$ cat src/rtl/mem_access_if.sv
// Request/response and d_mem bus bundle for
// the MEM-stage memory-access controller.
interface mem_access_if;
  logic        Start;
  logic        Write;
  logic [1:0]  Size;
  logic        Unsigned;
  logic [31:0] Address;
  logic [31:0] StoreData;
  logic        Busy;
  logic        Done;
  logic        Fault;
  logic [31:0] LoadData;
  logic [31:0] MemAddr;
  logic [31:0] MemWriteData;
  logic        MemRead;
  logic        MemWrite;
  logic [31:0] MemReadData;

  modport master (
    output Start, Write, Size, Unsigned,
    output Address, StoreData, MemReadData,
    input  Busy, Done, Fault, LoadData,
    input  MemAddr, MemWriteData,
    input  MemRead, MemWrite
  );

  modport slave (
    input  Start, Write, Size, Unsigned,
    input  Address, StoreData, MemReadData,
    output Busy, Done, Fault, LoadData,
    output MemAddr, MemWriteData,
    output MemRead, MemWrite
  );
endinterface

$ cat src/rtl/mem_access_ctrl.sv
// Byte-addressed load/store controller for d_mem:
// sub-word extend, read-modify-write, fault checks.
module mem_access_ctrl #(
  parameter int unsigned RAM_WORDS = 256
) (
  input logic        clock,
  input logic        reset,
  mem_access_if.slave bus
);

  typedef enum logic [2:0] {
    IDLE, RD, CAP, MERGE, WR, DONE
  } state_e;

  state_e      state_q;
  logic        write_q;
  logic [1:0]  size_q;
  logic        uns_q;
  logic [1:0]  off_q;
  logic [15:0] sdata_q;
  logic        busy_q;
  logic        done_q;
  logic        fault_q;
  logic        rd_q;
  logic        wr_q;
  logic [31:0] ldata_q;
  logic [31:0] addr_q;
  logic [31:0] wdata_q;

  logic        fault_d;
  logic [7:0]  byte_v;
  logic [15:0] half_v;
  logic [31:0] ext_d;
  logic [31:0] merge_d;

  // Reject reserved size, misalignment, out-of-range
  assign fault_d =
    (bus.Size == 2'b11) |
    ((bus.Size == 2'b01) & bus.Address[0]) |
    ((bus.Size == 2'b10) & (|bus.Address[1:0])) |
    ({2'b00, bus.Address[31:2]} >= 32'(RAM_WORDS));

  // Lane select plus sign/zero extension of the read word
  always_comb begin
    byte_v = bus.MemReadData[{off_q, 3'b000} +: 8];
    half_v = off_q[1] ? bus.MemReadData[31:16]
                      : bus.MemReadData[15:0];
    ext_d  = bus.MemReadData;
    unique case (size_q)
      2'b00: ext_d = {{24{byte_v[7] & ~uns_q}}, byte_v};
      2'b01: ext_d = {{16{half_v[15] & ~uns_q}}, half_v};
      default: ext_d = bus.MemReadData;
    endcase
  end

  // Old word with the target lane(s) replaced
  always_comb begin
    merge_d = bus.MemReadData;
    if (size_q == 2'b00)
      merge_d[{off_q, 3'b000} +: 8] = sdata_q[7:0];
    else
      merge_d[{off_q[1], 4'b0000} +: 16] = sdata_q;
  end

  // Request FSM with registered strobes and results
  always_ff @(posedge clock or negedge reset) begin
    if (!reset) begin
      state_q <= IDLE;
      write_q <= 1'b0;
      size_q  <= 2'b00;
      uns_q   <= 1'b0;
      off_q   <= 2'b00;
      sdata_q <= 16'h0;
      busy_q  <= 1'b0;
      done_q  <= 1'b0;
      fault_q <= 1'b0;
      rd_q    <= 1'b0;
      wr_q    <= 1'b0;
      ldata_q <= 32'h0;
      addr_q  <= 32'h0;
      wdata_q <= 32'h0;
    end else begin
      done_q  <= 1'b0;
      fault_q <= 1'b0;
      rd_q    <= 1'b0;
      wr_q    <= 1'b0;
      unique case (state_q)
        IDLE: begin
          if (bus.Start) begin
            write_q <= bus.Write;
            size_q  <= bus.Size;
            uns_q   <= bus.Unsigned;
            off_q   <= bus.Address[1:0];
            sdata_q <= bus.StoreData[15:0];
            addr_q  <= {2'b00, bus.Address[31:2]};
            busy_q  <= 1'b1;
            if (fault_d) begin
              state_q <= DONE;
              done_q  <= 1'b1;
              fault_q <= 1'b1;
              if (!bus.Write) ldata_q <= 32'h0;
            end else if (bus.Write && bus.Size == 2'b10) begin
              state_q <= WR;
              wr_q    <= 1'b1;
              wdata_q <= bus.StoreData;
            end else begin
              state_q <= RD;
              rd_q    <= 1'b1;
            end
          end
        end
        RD: state_q <= CAP;
        CAP: begin
          if (write_q) begin
            state_q <= WR;
            wr_q    <= 1'b1;
            wdata_q <= merge_d;
          end else begin
            state_q <= DONE;
            done_q  <= 1'b1;
            ldata_q <= ext_d;
          end
        end
        MERGE: begin
          state_q <= WR;
          wr_q    <= 1'b1;
        end
        WR: begin
          state_q <= DONE;
          done_q  <= 1'b1;
        end
        DONE: begin
          state_q <= IDLE;
          busy_q  <= 1'b0;
        end
        default: state_q <= IDLE;
      endcase
    end
  end

  assign bus.Busy         = busy_q;
  assign bus.Done         = done_q;
  assign bus.Fault        = fault_q;
  assign bus.LoadData     = ldata_q;
  assign bus.MemAddr      = addr_q;
  assign bus.MemWriteData = wdata_q;
  assign bus.MemRead      = rd_q;
  assign bus.MemWrite     = wr_q;

endmodule

$ cat src/flat_wrapper.sv
// flat-port wrapper written by rule: the top's interface ports become plain ports
module mem_access_ctrl_flat 
#(
  parameter int unsigned RAM_WORDS = 256
)
  (clock, reset, bus_Start, bus_Write, bus_Size, bus_Unsigned, bus_Address, bus_StoreData, bus_MemReadData, bus_Busy, bus_Done, bus_Fault, bus_LoadData, bus_MemAddr, bus_MemWriteData, bus_MemRead, bus_MemWrite);
  mem_access_if bus_i ();
  input logic clock;
  input logic reset;
  input wire logic [$bits(bus_i.Start)-1:0] bus_Start;
  input wire logic [$bits(bus_i.Write)-1:0] bus_Write;
  input wire logic [$bits(bus_i.Size)-1:0] bus_Size;
  input wire logic [$bits(bus_i.Unsigned)-1:0] bus_Unsigned;
  input wire logic [$bits(bus_i.Address)-1:0] bus_Address;
  input wire logic [$bits(bus_i.StoreData)-1:0] bus_StoreData;
  input wire logic [$bits(bus_i.MemReadData)-1:0] bus_MemReadData;
  output wire logic [$bits(bus_i.Busy)-1:0] bus_Busy;
  output wire logic [$bits(bus_i.Done)-1:0] bus_Done;
  output wire logic [$bits(bus_i.Fault)-1:0] bus_Fault;
  output wire logic [$bits(bus_i.LoadData)-1:0] bus_LoadData;
  output wire logic [$bits(bus_i.MemAddr)-1:0] bus_MemAddr;
  output wire logic [$bits(bus_i.MemWriteData)-1:0] bus_MemWriteData;
  output wire logic [$bits(bus_i.MemRead)-1:0] bus_MemRead;
  output wire logic [$bits(bus_i.MemWrite)-1:0] bus_MemWrite;
  assign bus_i.Start = bus_Start;
  assign bus_i.Write = bus_Write;
  assign bus_i.Size = bus_Size;
  assign bus_i.Unsigned = bus_Unsigned;
  assign bus_i.Address = bus_Address;
  assign bus_i.StoreData = bus_StoreData;
  assign bus_i.MemReadData = bus_MemReadData;
  assign bus_Busy = bus_i.Busy;
  assign bus_Done = bus_i.Done;
  assign bus_Fault = bus_i.Fault;
  assign bus_LoadData = bus_i.LoadData;
  assign bus_MemAddr = bus_i.MemAddr;
  assign bus_MemWriteData = bus_i.MemWriteData;
  assign bus_MemRead = bus_i.MemRead;
  assign bus_MemWrite = bus_i.MemWrite;
  mem_access_ctrl #(.RAM_WORDS(RAM_WORDS)) u_core (.clock(clock), .reset(reset), .bus(bus_i));
endmodule
$ cat config.mk
export PLATFORM = sky130hd
export DESIGN_NAME = mem_access_ctrl_flat
export DESIGN_NICKNAME = d
export VERILOG_FILES = /design/src/rtl/mem_access_if.sv /design/src/rtl/mem_access_ctrl.sv /design/src/flat_wrapper.sv
export SDC_FILE = /design/constraint.sdc
export NUM_CORES = 1
export LEC_CHECK = 0
export CORE_MARGIN = 2
export CORE_UTILIZATION = 40
export CTS_CLUSTER_DIAMETER = 200
export CTS_CLUSTER_SIZE = 30
export DETAILED_ROUTE_END_ITERATION = 12
export GPL_TIMING_DRIVEN = 1
export PLACE_DENSITY = 0.68
export SLEW_MARGIN = 30
export SYNTH_ARGS = -nofsm -noshare
export SYNTH_HDL_FRONTEND = slang
export SYNTH_SLANG_ARGS = --single-unit
$ cat constraint.sdc
create_clock -name clock -period 2.3 [get_ports clock]
set_input_delay 0.345 -clock clock [delete_from_list [all_inputs] [get_ports clock]]
set_output_delay 0.345 -clock clock [all_outputs]
set_load 0.01 [all_outputs]
==> results.cfg <==
[outcome]
status = complete, no violations

[cells_and_area]
layout_common_cells = clkdlybuf4s50_1 (200), nand2_1 (165), dfrtp_1 (123)
drive_above_1_share = 0.124
final_util = 0.600
n_antenna_cell = 0
area_growth_pct = 48.3
final_common_cell = clkdlybuf4s50_1
layout.nets = 1035

[critical_path]
cp_slowest_cell = dfrtp_2
rr_endpoint = u_core.bus.MemWriteData[25]$_DFFE_PN0P_
path_class = flip-flop to flip-flop
slowest_delay_ns = 0.45
path_cells = clkinvlp_4, ha_1, nor4bb_1, buf_4, a221oi_1, a211oi_1, a21oi_1, mux2i_1
required_ns = 2.65
crit_fanout = 8
path_buf_inv = 2
worst_ep_arrival_time_ns = 2.55
worstSetupEndpointType = flip-flop
critPathTopFamily = compound AO/OA/AOI/OAI gates
r2r.worst_path.cells = 8
r2r_setup_slack_ns = 0.1
r2r-start = u_core.off_q[1]$_DFFE_PN0P_
start_kind = flip-flop

[route]
routedWlPerCell_um = 18.5
via_count = 6238
antenna_left = 0
dr.pass1.iters = 5
totalWireLength_um = 21400
drc = 0
dr.first_iter.drc_count = 534
viasPerCell = 5.38

[timing]
tightest_slew_ns = 0.699
slew_violations = 0
rsz0062_at_grt = no
period_needed_ns = 2.20
hold_violations = 0
period_share = 0.957
fin_hold_ws_ns = 0.441
setup_viol = 0
clock_skew_ns = 0.00622
max_freq_mhz = 454
relSlewSlack = 0.534

[synth]
ys_types = 55
syn_area_per_cell_um2 = 9.42
synth-main-ff-cell = dfrtp_1
synth_edf_count = 0
synth_seq_area_share = 0.465
synth-async-reset-ratio = 1.00
netlist_instances = 708
synth_warnings = 0
syn_area_um2 = 6670
ys_ff_latch = 124

[place]
io_buffers = 201
gp_congestion = 0.870
hpwlAfterDp_um = 15400

[floorplan]
die-area_um2 = 17700
rows = 47
chipWidth_um = 133
die_y_um = 133
start_util = 0.405
io_pins = 204
core_area_um2 = 16500

[power]
ir_drop_mv = 0.717
powerDensity_nw_per_um2 = 1390
p_leak_nw = 4.67

[global_routing]
grt_pass1_vias = 5966
antenna_found_initial = 0
grt_max_degree = 66
grt_pass1_wl_um = 33300
grt_overflow_total = 0
grt_usage = 0.241

[clocking]
cts.sinks = 124
cts-buffers-inserted = 17
root_buffer = clkbuf_16
clkSlewWorstSetupHoldPaths_ns = 0.06
htreeDepth = 4
clkLatencyLatePin_ns = 0.43
cts_tree = done
ctsLongestPathBuffers = 2

[min_path]
hold_class = input pin to async pin

[job]
maxCapViolations = 0
-- kinds of logic after synthesis --
family | Yosys count | synth area share
flops | 124 | 0.465
buf+inv | 97 | 0.0662
fa+ha+maj | 5 | 0.00938
mux | 73 | 0.112
compound gates | 192 | 0.203
other cells | 1 | 0.000562
simple gates | 216 | 0.143
-- area by class of cell --
cell class	instances	area, um^2
fillers	1421	6580
repair buffers	254	2500
clock buffers	19	453
well taps	220	275
inverters	42	161
flip-flops and latches	124	3100
multi-input cells	488	3180
clock inverters	13	213
-- per-stage QoR --
| step | setup WS [ns] | std cells | TNS [ns] | area [um^2] | power, mW |
|---|---|---|---|---|---|
| floorplan | 0.257 | 709 | 0 | 6670 | 7.51 |
| global placement | -0.173 | 1124 | -6.14 | 9160 | 10.5 |
| detailed placement | -0.205 | 1124 | -6.45 | 9160 | 10.6 |
| CTS | 0.0502 | 1157 | 0 | 9840 | 13.7 |
| global route | 0.0338 | 1160 | 0 | 9890 | 14.6 |
| finish | 0.0994 | 1160 | 0 | 9890 | 13.7 |
-- cells in the mapped netlist, types with 9 or more instances --
| cell | count | area, um^2 |
|---|---|---|
| nand2_1 | 165 | 619 |
| dfrtp_1 | 124 | 3100 |
| mux2i_1 | 70 | 701 |
| a21oi_1 | 49 | 245 |
| inv_1 | 42 | 158 |
| o21ai_0 | 35 | 175 |
| a211oi_1 | 32 | 240 |
| a221oi_1 | 32 | 280 |
| clkbuf_1 | 29 | 109 |
| buf_2 | 14 | 70.1 |
| nor2_1 | 10 | 37.5 |
| a21bo_1 | 9 | 90.1 |
-- layer usage --
metal  track usage  wire length, um
met5             0                0
met4        0.0680              309
met3        0.0670             1900
met2         0.364             9610
met1         0.343             9620
-- state kept, by name (all words and copies together) (netlist names), 2 cells and up --
register and count:
u_core.size_q 2, u_core.off_q 2, u_core.bus.MemAddr 30, u_core.state_q 3
u_core.bus.LoadData 32, u_core.sdata_q 16, u_core.bus.MemWriteData 32
-- worst max-delay path by stage --
stage / cells after the start / startpoint / to
after floorplan: 9 / u_core.off_q[1]$_DFFE_PN0P_ / u_core.bus.MemWriteData[3]$_DFFE_PN0P_
after global placement: 8 / bus_Address[10] / u_core.bus.LoadData[5]$_DFFE_PN0P_
after detailed placement: 6 / bus_MemReadData[7] / u_core.bus.LoadData[20]$_DFFE_PN0P_
after CTS: 8 / u_core.off_q[1]$_DFFE_PN0P_ / u_core.bus.MemWriteData[27]$_DFFE_PN0P_
after global routing: 6 / u_core.state_q[2]$_DFFE_PN0P_ / u_core.bus.MemWriteData[8]$_DFFE_PN0P_
final: 8 / u_core.off_q[1]$_DFFE_PN0P_ / u_core.bus.MemWriteData[25]$_DFFE_PN0P_
-- power breakdown --
group | switching, mW | internal [mW] | leakage, nW
clock network | 1.02 | 1.99 | 0.316
registers | 0.790 | 3.22 | 1.54
logic | 3.33 | 3.39 | 2.81
total | 5.14 | 8.59 | 4.67
-- what timing repair did --
item | CTS | global route
pin swaps | 0 | 0
cloned | 0 | 0
hold buffers | 1 | 0
endpoints found under the hold margin | 36 | 0
endpoints found under the setup margin | 1 | 13
buffers inserted | 0 | 3
gates resized for setup | 1 | 5
Note: power is estimated with default switching activity, not from simulation.
